<file path="config.mk">
export PLATFORM = sky130hd
export DESIGN_NAME = wb_cmd_master_flat
export DESIGN_NICKNAME = d
export VERILOG_FILES = /design/src/rtl/wb_cmd_master_if.sv /design/src/rtl/wb_cmd_master.sv /design/src/flat_wrapper.sv
export SDC_FILE = /design/constraint.sdc
export NUM_CORES = 1
export LEC_CHECK = 0
export ABC_AREA = 1
export CELL_PAD_IN_SITES_DETAIL_PLACEMENT = 0
export CELL_PAD_IN_SITES_GLOBAL_PLACEMENT = 2
export CORE_AREA = 2 2 146 148
export DETAILED_ROUTE_END_ITERATION = 8
export DIE_AREA = 0 0 148 150
export PLACE_DENSITY = 0.83
export REMOVE_ABC_BUFFERS = 1
export SYNTH_ARGS = -nofsm -noshare
export SYNTH_HDL_FRONTEND = slang
export SYNTH_SLANG_ARGS = --single-unit
</file>
<file path="constraint.sdc">
create_clock -name wb_clk_i -period 10.4 [get_ports wb_clk_i]
set_input_delay 1.56 -clock wb_clk_i [delete_from_list [all_inputs] [get_ports wb_clk_i]]
set_output_delay 1.56 -clock wb_clk_i [all_outputs]
set_load 0.01 [all_outputs]
</file>
<file path="src/rtl/wb_cmd_master_if.sv">
// Command, response and Wishbone initiator signals of wb_cmd_master.
// The master modport is the view taken by wb_cmd_master itself; the slave
// modport is the view of whatever drives commands and plays the responder.
interface wb_cmd_master_if;
    logic        cmd_valid_i;
    logic        cmd_ready_o;
    logic        cmd_we_i;
    logic [31:0] cmd_adr_i;
    logic [31:0] cmd_dat_i;
    logic [3:0]  cmd_sel_i;

    logic        rsp_valid_o;
    logic        rsp_ready_i;
    logic [31:0] rsp_dat_o;
    logic        rsp_err_o;

    logic        wbm_cyc_o;
    logic        wbm_stb_o;
    logic        wbm_we_o;
    logic [3:0]  wbm_sel_o;
    logic [31:0] wbm_adr_o;
    logic [31:0] wbm_dat_o;
    logic [31:0] wbm_dat_i;
    logic        wbm_ack_i;

    logic [7:0]  err_cnt_o;

    modport master (
        input  cmd_valid_i, cmd_we_i, cmd_adr_i, cmd_dat_i, cmd_sel_i,
        input  rsp_ready_i, wbm_dat_i, wbm_ack_i,
        output cmd_ready_o, rsp_valid_o, rsp_dat_o, rsp_err_o,
        output wbm_cyc_o, wbm_stb_o, wbm_we_o, wbm_sel_o, wbm_adr_o, wbm_dat_o,
        output err_cnt_o
    );

    modport slave (
        output cmd_valid_i, cmd_we_i, cmd_adr_i, cmd_dat_i, cmd_sel_i,
        output rsp_ready_i, wbm_dat_i, wbm_ack_i,
        input  cmd_ready_o, rsp_valid_o, rsp_dat_o, rsp_err_o,
        input  wbm_cyc_o, wbm_stb_o, wbm_we_o, wbm_sel_o, wbm_adr_o, wbm_dat_o,
        input  err_cnt_o
    );
endinterface

</file>
<file path="src/rtl/wb_cmd_master.sv">
// Wishbone classic initiator: turns one accepted command into a single-beat
// read or write, waits for ack or a bounded number of stb cycles, and hands
// the result back on a valid/ready response port. At most one transaction is
// ever outstanding. Every output comes straight from a register.
module wb_cmd_master #(
    parameter int unsigned TIMEOUT_CYCLES = 16,
    parameter logic [31:0] ERR_DATA       = 32'hDEADBEEF
) (
    input logic              wb_clk_i,
    input logic              wb_rst_i,
    wb_cmd_master_if.master  cmd_if
);

    localparam logic [7:0] TIMEOUT_LIM = 8'(TIMEOUT_CYCLES);

    typedef enum logic [1:0] {
        IDLE,
        BUS,
        RESP
    } state_t;

    state_t      state_q, state_d;
    logic        cmd_ready_q, cmd_ready_d;
    logic        cyc_q, cyc_d;
    logic        we_q, we_d;
    logic [3:0]  sel_q, sel_d;
    logic [31:0] adr_q, adr_d;
    logic [31:0] dat_q, dat_d;
    logic        rsp_valid_q, rsp_valid_d;
    logic [31:0] rsp_dat_q, rsp_dat_d;
    logic        rsp_err_q, rsp_err_d;
    logic [7:0]  err_cnt_q, err_cnt_d;
    logic [7:0]  wait_q, wait_d;

    // Counter increment that sticks at all-ones instead of wrapping.
    function automatic logic [7:0] sat_inc(input logic [7:0] v);
        return (v == 8'hFF) ? v : v + 8'd1;
    endfunction

    // State and all output registers; reset clears everything, including
    // any bus cycle or response in flight and the timeout counter.
    always_ff @(posedge wb_clk_i or posedge wb_rst_i) begin
        if (wb_rst_i) begin
            state_q     <= IDLE;
            cmd_ready_q <= 1'b0;
            cyc_q       <= 1'b0;
            we_q        <= 1'b0;
            sel_q       <= 4'h0;
            adr_q       <= 32'h0;
            dat_q       <= 32'h0;
            rsp_valid_q <= 1'b0;
            rsp_dat_q   <= 32'h0;
            rsp_err_q   <= 1'b0;
            err_cnt_q   <= 8'h0;
            wait_q      <= 8'h0;
        end else begin
            state_q     <= state_d;
            cmd_ready_q <= cmd_ready_d;
            cyc_q       <= cyc_d;
            we_q        <= we_d;
            sel_q       <= sel_d;
            adr_q       <= adr_d;
            dat_q       <= dat_d;
            rsp_valid_q <= rsp_valid_d;
            rsp_dat_q   <= rsp_dat_d;
            rsp_err_q   <= rsp_err_d;
            err_cnt_q   <= err_cnt_d;
            wait_q      <= wait_d;
        end
    end

    // Next-state and next-output logic; everything holds unless a state acts.
    always_comb begin
        state_d     = state_q;
        cmd_ready_d = cmd_ready_q;
        cyc_d       = cyc_q;
        we_d        = we_q;
        sel_d       = sel_q;
        adr_d       = adr_q;
        dat_d       = dat_q;
        rsp_valid_d = rsp_valid_q;
        rsp_dat_d   = rsp_dat_q;
        rsp_err_d   = rsp_err_q;
        err_cnt_d   = err_cnt_q;
        wait_d      = wait_q;

        case (state_q)
            IDLE: begin
                // Ready rises on the first edge out of reset; acceptance
                // needs the registered ready, so that edge cannot accept.
                cmd_ready_d = 1'b1;
                if (cmd_if.cmd_valid_i && cmd_ready_q) begin
                    we_d        = cmd_if.cmd_we_i;
                    sel_d       = cmd_if.cmd_sel_i;
                    adr_d       = cmd_if.cmd_adr_i;
                    dat_d       = cmd_if.cmd_dat_i;
                    cyc_d       = 1'b1;
                    cmd_ready_d = 1'b0;
                    wait_d      = 8'd1;
                    state_d     = BUS;
                end
            end
            BUS: begin
                // Ack is tested first so it wins over a simultaneous timeout.
                if (cmd_if.wbm_ack_i) begin
                    cyc_d       = 1'b0;
                    rsp_dat_d   = we_q ? 32'h0 : cmd_if.wbm_dat_i;
                    rsp_err_d   = 1'b0;
                    rsp_valid_d = 1'b1;
                    state_d     = RESP;
                end else if (wait_q == TIMEOUT_LIM) begin
                    cyc_d       = 1'b0;
                    rsp_dat_d   = we_q ? 32'h0 : ERR_DATA;
                    rsp_err_d   = 1'b1;
                    rsp_valid_d = 1'b1;
                    err_cnt_d   = sat_inc(err_cnt_q);
                    state_d     = RESP;
                end else begin
                    wait_d = wait_q + 8'd1;
                end
            end
            RESP: begin
                if (cmd_if.rsp_ready_i) begin
                    rsp_valid_d = 1'b0;
                    cmd_ready_d = 1'b1;
                    state_d     = IDLE;
                end
            end
            default: begin
                state_d = IDLE;
            end
        endcase
    end

    assign cmd_if.cmd_ready_o = cmd_ready_q;
    assign cmd_if.rsp_valid_o = rsp_valid_q;
    assign cmd_if.rsp_dat_o   = rsp_dat_q;
    assign cmd_if.rsp_err_o   = rsp_err_q;
    assign cmd_if.wbm_cyc_o   = cyc_q;
    assign cmd_if.wbm_stb_o   = cyc_q;
    assign cmd_if.wbm_we_o    = we_q;
    assign cmd_if.wbm_sel_o   = sel_q;
    assign cmd_if.wbm_adr_o   = adr_q;
    assign cmd_if.wbm_dat_o   = dat_q;
    assign cmd_if.err_cnt_o   = err_cnt_q;

endmodule
</file>
<file path="src/flat_wrapper.sv">
// flat-port wrapper written by rule: the top's interface ports become plain ports
module wb_cmd_master_flat 
#(
    parameter int unsigned TIMEOUT_CYCLES = 16,
    parameter logic [31:0] ERR_DATA       = 32'hDEADBEEF
)
  (wb_clk_i, wb_rst_i, cmd_if_cmd_valid_i, cmd_if_cmd_we_i, cmd_if_cmd_adr_i, cmd_if_cmd_dat_i, cmd_if_cmd_sel_i, cmd_if_rsp_ready_i, cmd_if_wbm_dat_i, cmd_if_wbm_ack_i, cmd_if_cmd_ready_o, cmd_if_rsp_valid_o, cmd_if_rsp_dat_o, cmd_if_rsp_err_o, cmd_if_wbm_cyc_o, cmd_if_wbm_stb_o, cmd_if_wbm_we_o, cmd_if_wbm_sel_o, cmd_if_wbm_adr_o, cmd_if_wbm_dat_o, cmd_if_err_cnt_o);
  wb_cmd_master_if cmd_if_i ();
  input logic wb_clk_i;
  input logic wb_rst_i;
  input wire logic [$bits(cmd_if_i.cmd_valid_i)-1:0] cmd_if_cmd_valid_i;
  input wire logic [$bits(cmd_if_i.cmd_we_i)-1:0] cmd_if_cmd_we_i;
  input wire logic [$bits(cmd_if_i.cmd_adr_i)-1:0] cmd_if_cmd_adr_i;
  input wire logic [$bits(cmd_if_i.cmd_dat_i)-1:0] cmd_if_cmd_dat_i;
  input wire logic [$bits(cmd_if_i.cmd_sel_i)-1:0] cmd_if_cmd_sel_i;
  input wire logic [$bits(cmd_if_i.rsp_ready_i)-1:0] cmd_if_rsp_ready_i;
  input wire logic [$bits(cmd_if_i.wbm_dat_i)-1:0] cmd_if_wbm_dat_i;
  input wire logic [$bits(cmd_if_i.wbm_ack_i)-1:0] cmd_if_wbm_ack_i;
  output wire logic [$bits(cmd_if_i.cmd_ready_o)-1:0] cmd_if_cmd_ready_o;
  output wire logic [$bits(cmd_if_i.rsp_valid_o)-1:0] cmd_if_rsp_valid_o;
  output wire logic [$bits(cmd_if_i.rsp_dat_o)-1:0] cmd_if_rsp_dat_o;
  output wire logic [$bits(cmd_if_i.rsp_err_o)-1:0] cmd_if_rsp_err_o;
  output wire logic [$bits(cmd_if_i.wbm_cyc_o)-1:0] cmd_if_wbm_cyc_o;
  output wire logic [$bits(cmd_if_i.wbm_stb_o)-1:0] cmd_if_wbm_stb_o;
  output wire logic [$bits(cmd_if_i.wbm_we_o)-1:0] cmd_if_wbm_we_o;
  output wire logic [$bits(cmd_if_i.wbm_sel_o)-1:0] cmd_if_wbm_sel_o;
  output wire logic [$bits(cmd_if_i.wbm_adr_o)-1:0] cmd_if_wbm_adr_o;
  output wire logic [$bits(cmd_if_i.wbm_dat_o)-1:0] cmd_if_wbm_dat_o;
  output wire logic [$bits(cmd_if_i.err_cnt_o)-1:0] cmd_if_err_cnt_o;
  assign cmd_if_i.cmd_valid_i = cmd_if_cmd_valid_i;
  assign cmd_if_i.cmd_we_i = cmd_if_cmd_we_i;
  assign cmd_if_i.cmd_adr_i = cmd_if_cmd_adr_i;
  assign cmd_if_i.cmd_dat_i = cmd_if_cmd_dat_i;
  assign cmd_if_i.cmd_sel_i = cmd_if_cmd_sel_i;
  assign cmd_if_i.rsp_ready_i = cmd_if_rsp_ready_i;
  assign cmd_if_i.wbm_dat_i = cmd_if_wbm_dat_i;
  assign cmd_if_i.wbm_ack_i = cmd_if_wbm_ack_i;
  assign cmd_if_cmd_ready_o = cmd_if_i.cmd_ready_o;
  assign cmd_if_rsp_valid_o = cmd_if_i.rsp_valid_o;
  assign cmd_if_rsp_dat_o = cmd_if_i.rsp_dat_o;
  assign cmd_if_rsp_err_o = cmd_if_i.rsp_err_o;
  assign cmd_if_wbm_cyc_o = cmd_if_i.wbm_cyc_o;
  assign cmd_if_wbm_stb_o = cmd_if_i.wbm_stb_o;
  assign cmd_if_wbm_we_o = cmd_if_i.wbm_we_o;
  assign cmd_if_wbm_sel_o = cmd_if_i.wbm_sel_o;
  assign cmd_if_wbm_adr_o = cmd_if_i.wbm_adr_o;
  assign cmd_if_wbm_dat_o = cmd_if_i.wbm_dat_o;
  assign cmd_if_err_cnt_o = cmd_if_i.err_cnt_o;
  wb_cmd_master #(.TIMEOUT_CYCLES(TIMEOUT_CYCLES), .ERR_DATA(ERR_DATA)) u_core (.wb_clk_i(wb_clk_i), .wb_rst_i(wb_rst_i), .cmd_if(cmd_if_i));
endmodule
</file>
# After elaboration in Yosys (flattened, before gate mapping)
# Cells that the tools add are included.
# W data, S select, Z words.
[op_classes] addsub=2 eq_ne=9 muxes=25 bitwise=2 reduce_logical=14
[op_table] operator="$mux W32" n=4
[op_table] operator="$mux W8" n=3
[op_table] operator="$add A8 B1 Y8 const B" n=2
[op_table] operator="$pmux W8 S2" n=1
[op_table] operator="$mux W1" n=9
[op_table] operator="$reduce_and A3 Y1" n=3
[op_table] operator="$eq A8 B5 Y1 const B" n=1
[op_table] operator="$eq A8 B8 Y1 const B" n=1
[op_table] operator="$mux W2" n=4
[op_table] operator="$reduce_and A4 Y1" n=2
[op_table] operator="$reduce_bool A2 Y1" n=4
[op_table] operator="$ne A2 B2 Y1 const B" n=3
[op_table] operator="$pmux W1 S2" n=3
[op_table] operator="$pmux W2 S3" n=1
[op_table] operator="$reduce_and A2 Y1" n=3
[op_table] operator="$ne A3 B2 Y1 const B" n=1
[op_table] operator="$eq A2 B1 Y1 const B" n=1
[op_table] operator="$eq A2 B2 Y1 const B" n=1
[op_table] operator="$logic_not A2 Y1" n=1
[op_table] operator="$ne A2 B1 Y1 const B" n=1
[op_table] operator="$not A1 Y1" n=2
[op_table] operator="$logic_and A1 B1 Y1" n=1
[totals] register_bits=123 in_bits=106 out_inout_bits=114 word_cells=64

# Longest topological paths before layout
[logic_depth] depth_word=4 mapped_depth=12 mapped_depth_nobuf=11

# Worst setup path after synthesis
# No wires, ideal clock.
[synth_path] path_kind="input-to-reg" start="input cmd_if_cmd_valid_i" end="register u_core.dat_q[0] (netlist: u_core.cmd_if.wbm_dat_o[0])" setup_ps=117 arrival_ps=2297 t_required_ps=10283 path_slack_ps=7987 stages=7 path_buffers=2 cell_sequence="nand2_1 -> nor2_4 -> inv_2 -> buf_2 -> buf_2 -> nand2_1 -> nand2_1"
[synth_between] elab_chain_cells=2
[synth_lines] element="start, declared" line_no="flat_wrapper.sv:11" rtl="input wire logic [$bits(cmd_if_i.cmd_valid_i)-1:0] cmd_if_cmd_valid_i;"
[synth_lines] element="$logic_and A1 B1 Y1" line_no="wb_cmd_master.sv:92" rtl="if (cmd_if.cmd_valid_i && cmd_ready_q) begin"
[synth_lines] element="$reduce_and A2 Y1 (no source line)"
[synth_lines] element="end signal, assigned" line_no="wb_cmd_master.sv:63" rtl="dat_q <= dat_d;"
[synth_lines] element="end, declared" line_no="wb_cmd_master.sv:28" rtl="logic [31:0] dat_q, dat_d;"
# No other way between the ends.
# A chain may end at the register's enable or synchronous reset.

# Final worst setup path
[layout_path] start="input cmd_if_wbm_ack_i" end="register u_core.rsp_dat_q[31] (netlist: u_core.cmd_if.rsp_dat_o[31])"
[layout_between] elab_chain_cells=2
[layout_lines] element="start, declared" line_no="flat_wrapper.sv:18" rtl="input wire logic [$bits(cmd_if_i.wbm_ack_i)-1:0] cmd_if_wbm_ack_i;"
[layout_lines] element="$reduce_bool A2 Y1 (no source line)"
[layout_lines] element="$reduce_and A2 Y1 (no source line)"
[layout_lines] element="end signal, assigned" line_no="wb_cmd_master.sv:65" rtl="rsp_dat_q <= rsp_dat_d;"
[layout_lines] element="end, declared" line_no="wb_cmd_master.sv:30" rtl="logic [31:0] rsp_dat_q, rsp_dat_d;"
# Parallel ways exist; a longest one is shown, timed or not.

==> results.txt <==
status -> finished clean
HPWL after detailed placement -> 10700 um
final wirelength -> 15500 um
WP data arrival -> 3.93 ns
clock latency at the later pin of the worst-skew pair -> 0.42 ns
Final ANT Viol Nets -> 0
worst vdd ir -> 106 uV
die footprint -> 22200 um2
initial drt markers -> 139
Non-Filler Instances -> 1120
port buffer count -> 219
Peak Freq -> 273 MHz
PwrDens -> 282 nW/um2
Hold WC Path Type -> reg2reg
Leakage Power -> 3.99 nW
CP Class -> in2reg
clock skew -> 0.00710 ns
Clock Pin Slew Worst Setup and Hold Paths -> 0.06 ns
Die Height -> 150 um
crit start category -> primary input
placed insts -> 1088
Layout area overhead -> 56.8%
CTS tree -> done
DRC -> 0
sequential area share after synthesis -> 58.1%
worst reg-to-reg path cell count -> 9
min-delay src -> u_core.cmd_if.wbm_adr_o[16]
routability congestion estimate -> 0.689
n_diodes -> 0
Root Driver -> clkbuf_16
Multi-input gate area -> 1970 um2
flops & latches, synth -> 123
detailed-route via count -> 4658
Avg Synthesized Cell Area -> 8.59 um2
post-route setup TNS -> 0 ns
fillers -> 2161
RSZ-0062 raised after global routing -> no
antenna violations before repair -> 0
gr usage total -> 14.3%
most common cell after layout, fill and taps aside -> nand2_1
Slew Viols, Final -> 0
Post-Synthesis Cells -> 617
Reg2Reg Setup Slack -> 7.79 ns
final setup vio count -> 0
CTS-repair resized insts -> 0
CTS Buffer Depth -> 2
Worst Hold End -> u_core.cmd_if.wbm_adr_o[16]
CTS Buf Count -> 17
Final Hold Fails -> 0
Synth cell types -> 26
commonest cells after routing, fill and taps aside -> nand2_1, clkdlybuf4s50_1, dfrtp_1, o21bai_1
Critical Path RT -> 10.67 ns
Critical R2R Launch -> u_core.state_q[1]
largest net degree at the start of global routing -> 73
Setup crit end kind -> flop
Design Power -> 2.34 mW
number of global-route vias before repair -> 4717
Initial Util -> 25.6%
Tmin final -> 3.66 ns
H-tree levels -> 4
Ports -> 220
Yosys warnings -> 0
total gr overflow -> 0
worst rel slew slack -> 28.4%
layout cell share with drive strength beyond 1 -> 6.51%
DP Area -> 7720 um2
crit-path max FO -> 57
global-route wire length before repair -> 25100 um
Worst Tran Pin Value -> 1.07 ns
Pre-antenna DRT Iters -> 4
CTS Hold Buffers Added -> 0
FF/Latch Area -> 3080 um2
design area -> 8310 um2
Vias/cell -> 4.16
final net count -> 945
Hold Path Depth -> 2
Final period util -> 35.2%
FP Rows -> 53
chip width -> 148 um
Core Region -> 20700 um2
Max-Cap Viols -> 0
setup bufs post-CTS -> 0
WHS -> 0.469 ns
clk sink count -> 123
wire length per cell -> 13.8 um
Mapped Area -> 5300 um2
r2r endpoint -> u_core.cmd_if.wbm_dat_o[12]
## registers in the layout (all words and copies together) (netlist names)
| name | count |
|---|---|
| u_core.cmd_if.wbm_dat_o | 32 |
| u_core.cmd_if.rsp_err_o | 1 |
| u_core.cmd_if.cmd_ready_o | 1 |
| u_core.cmd_if.rsp_valid_o | 1 |
| u_core.cmd_if.wbm_adr_o | 32 |
| u_core.state_q | 2 |
| u_core.cmd_if.wbm_we_o | 1 |
| u_core.wait_q | 8 |
| u_core.cmd_if.err_cnt_o | 8 |
| u_core.cmd_if.wbm_sel_o | 4 |
| u_core.cmd_if.wbm_cyc_o | 1 |
| u_core.cmd_if.rsp_dat_o | 32 |
## power by group
part | total, mW | switching, mW | internal (mW)
clock | 0.596 | 0.238 | 0.358
sequential | 0.788 | 0.111 | 0.677
combinational | 0.958 | 0.462 | 0.496
## cell type report
| type | instances | area share, % |
|---|---|---|
| Clock buffer | 18 | 5.17 |
| Clock inverter | 14 | 1.93 |
| Inverter | 28 | 1.30 |
| Multi-Input combinational cell | 439 | 23.7 |
| Sequential cell | 123 | 37.1 |
| Tap cell | 275 | 4.14 |
| Timing Repair Buffer | 223 | 26.8 |
## synth_stat cells (all sizes together)
cell / instances / area (um2)
o21ai: 31 / 174
ha: 7 / 87.6
inv: 27 / 101
nand3: 22 / 110
nor2: 12 / 60.1
nand4: 3 / 18.8
o21bai: 25 / 188
dfrtp: 123 / 3080
nand3b: 1 / 7.51
clkinv: 1 / 3.75
nand2: 328 / 1240
a22o: 1 / 8.76
clkbuf: 16 / 60.1
buf: 11 / 88.8
nor3: 1 / 5.00
or2: 2 / 12.5
xor2: 6 / 52.6
## metrics by stage
step           util, %  worst slack, ns
2_1_floorplan        -             5.57
3_3_place_gp      37.3             6.35
3_5_place_dp      37.3             6.30
4_1_cts           40.1             6.74
5_1_grt           40.1             6.46
6_report          40.1             6.74
## critical path: stages
cell and delay (ns):
clkdlybuf4s50_1 0.51, clkinv_1 0.59, nand2_1 0.28, nand2_2 0.62, nand2_1 0.28, o21ai_2 0.07
## worst max path at each step
stage	from	end	slack [ns]
6_report	cmd_if_wbm_ack_i	u_core.cmd_if.rsp_dat_o[31]	6.74
5_1_grt	cmd_if_wbm_ack_i	u_core.cmd_if.rsp_dat_o[23]	6.46
4_1_cts	cmd_if_wbm_ack_i	u_core.cmd_if.rsp_dat_o[26]	6.74
3_5_place_dp	cmd_if_wbm_ack_i	u_core.cmd_if.rsp_dat_o[16]	6.30
3_3_place_gp	cmd_if_wbm_ack_i	u_core.cmd_if.rsp_dat_o[30]	6.35
2_1_floorplan	wb_rst_i	u_core.cmd_if.cmd_ready_o	5.57
## cell families after synthesis
group	count (synthesis)	share of synthesized area, %
XOR/XNOR	6	0.992
AND/OR/NAND/NOR	369	27.5
buffers and inverters	55	4.79
AO/OA/AOI/OAI	57	6.99
adder cells (fa/ha/maj)	7	1.65
flip-flops	123	58.1
## per-layer routing
metal | share of wire [%] | track usage, %
met1 | 44 | 17.5
met2 | 43 | 22.2
met3 | 11 | 7.10
met4 | 1.2 | 4.57
met5 | 0 | 0
Power figures use the tool's default switching activity.
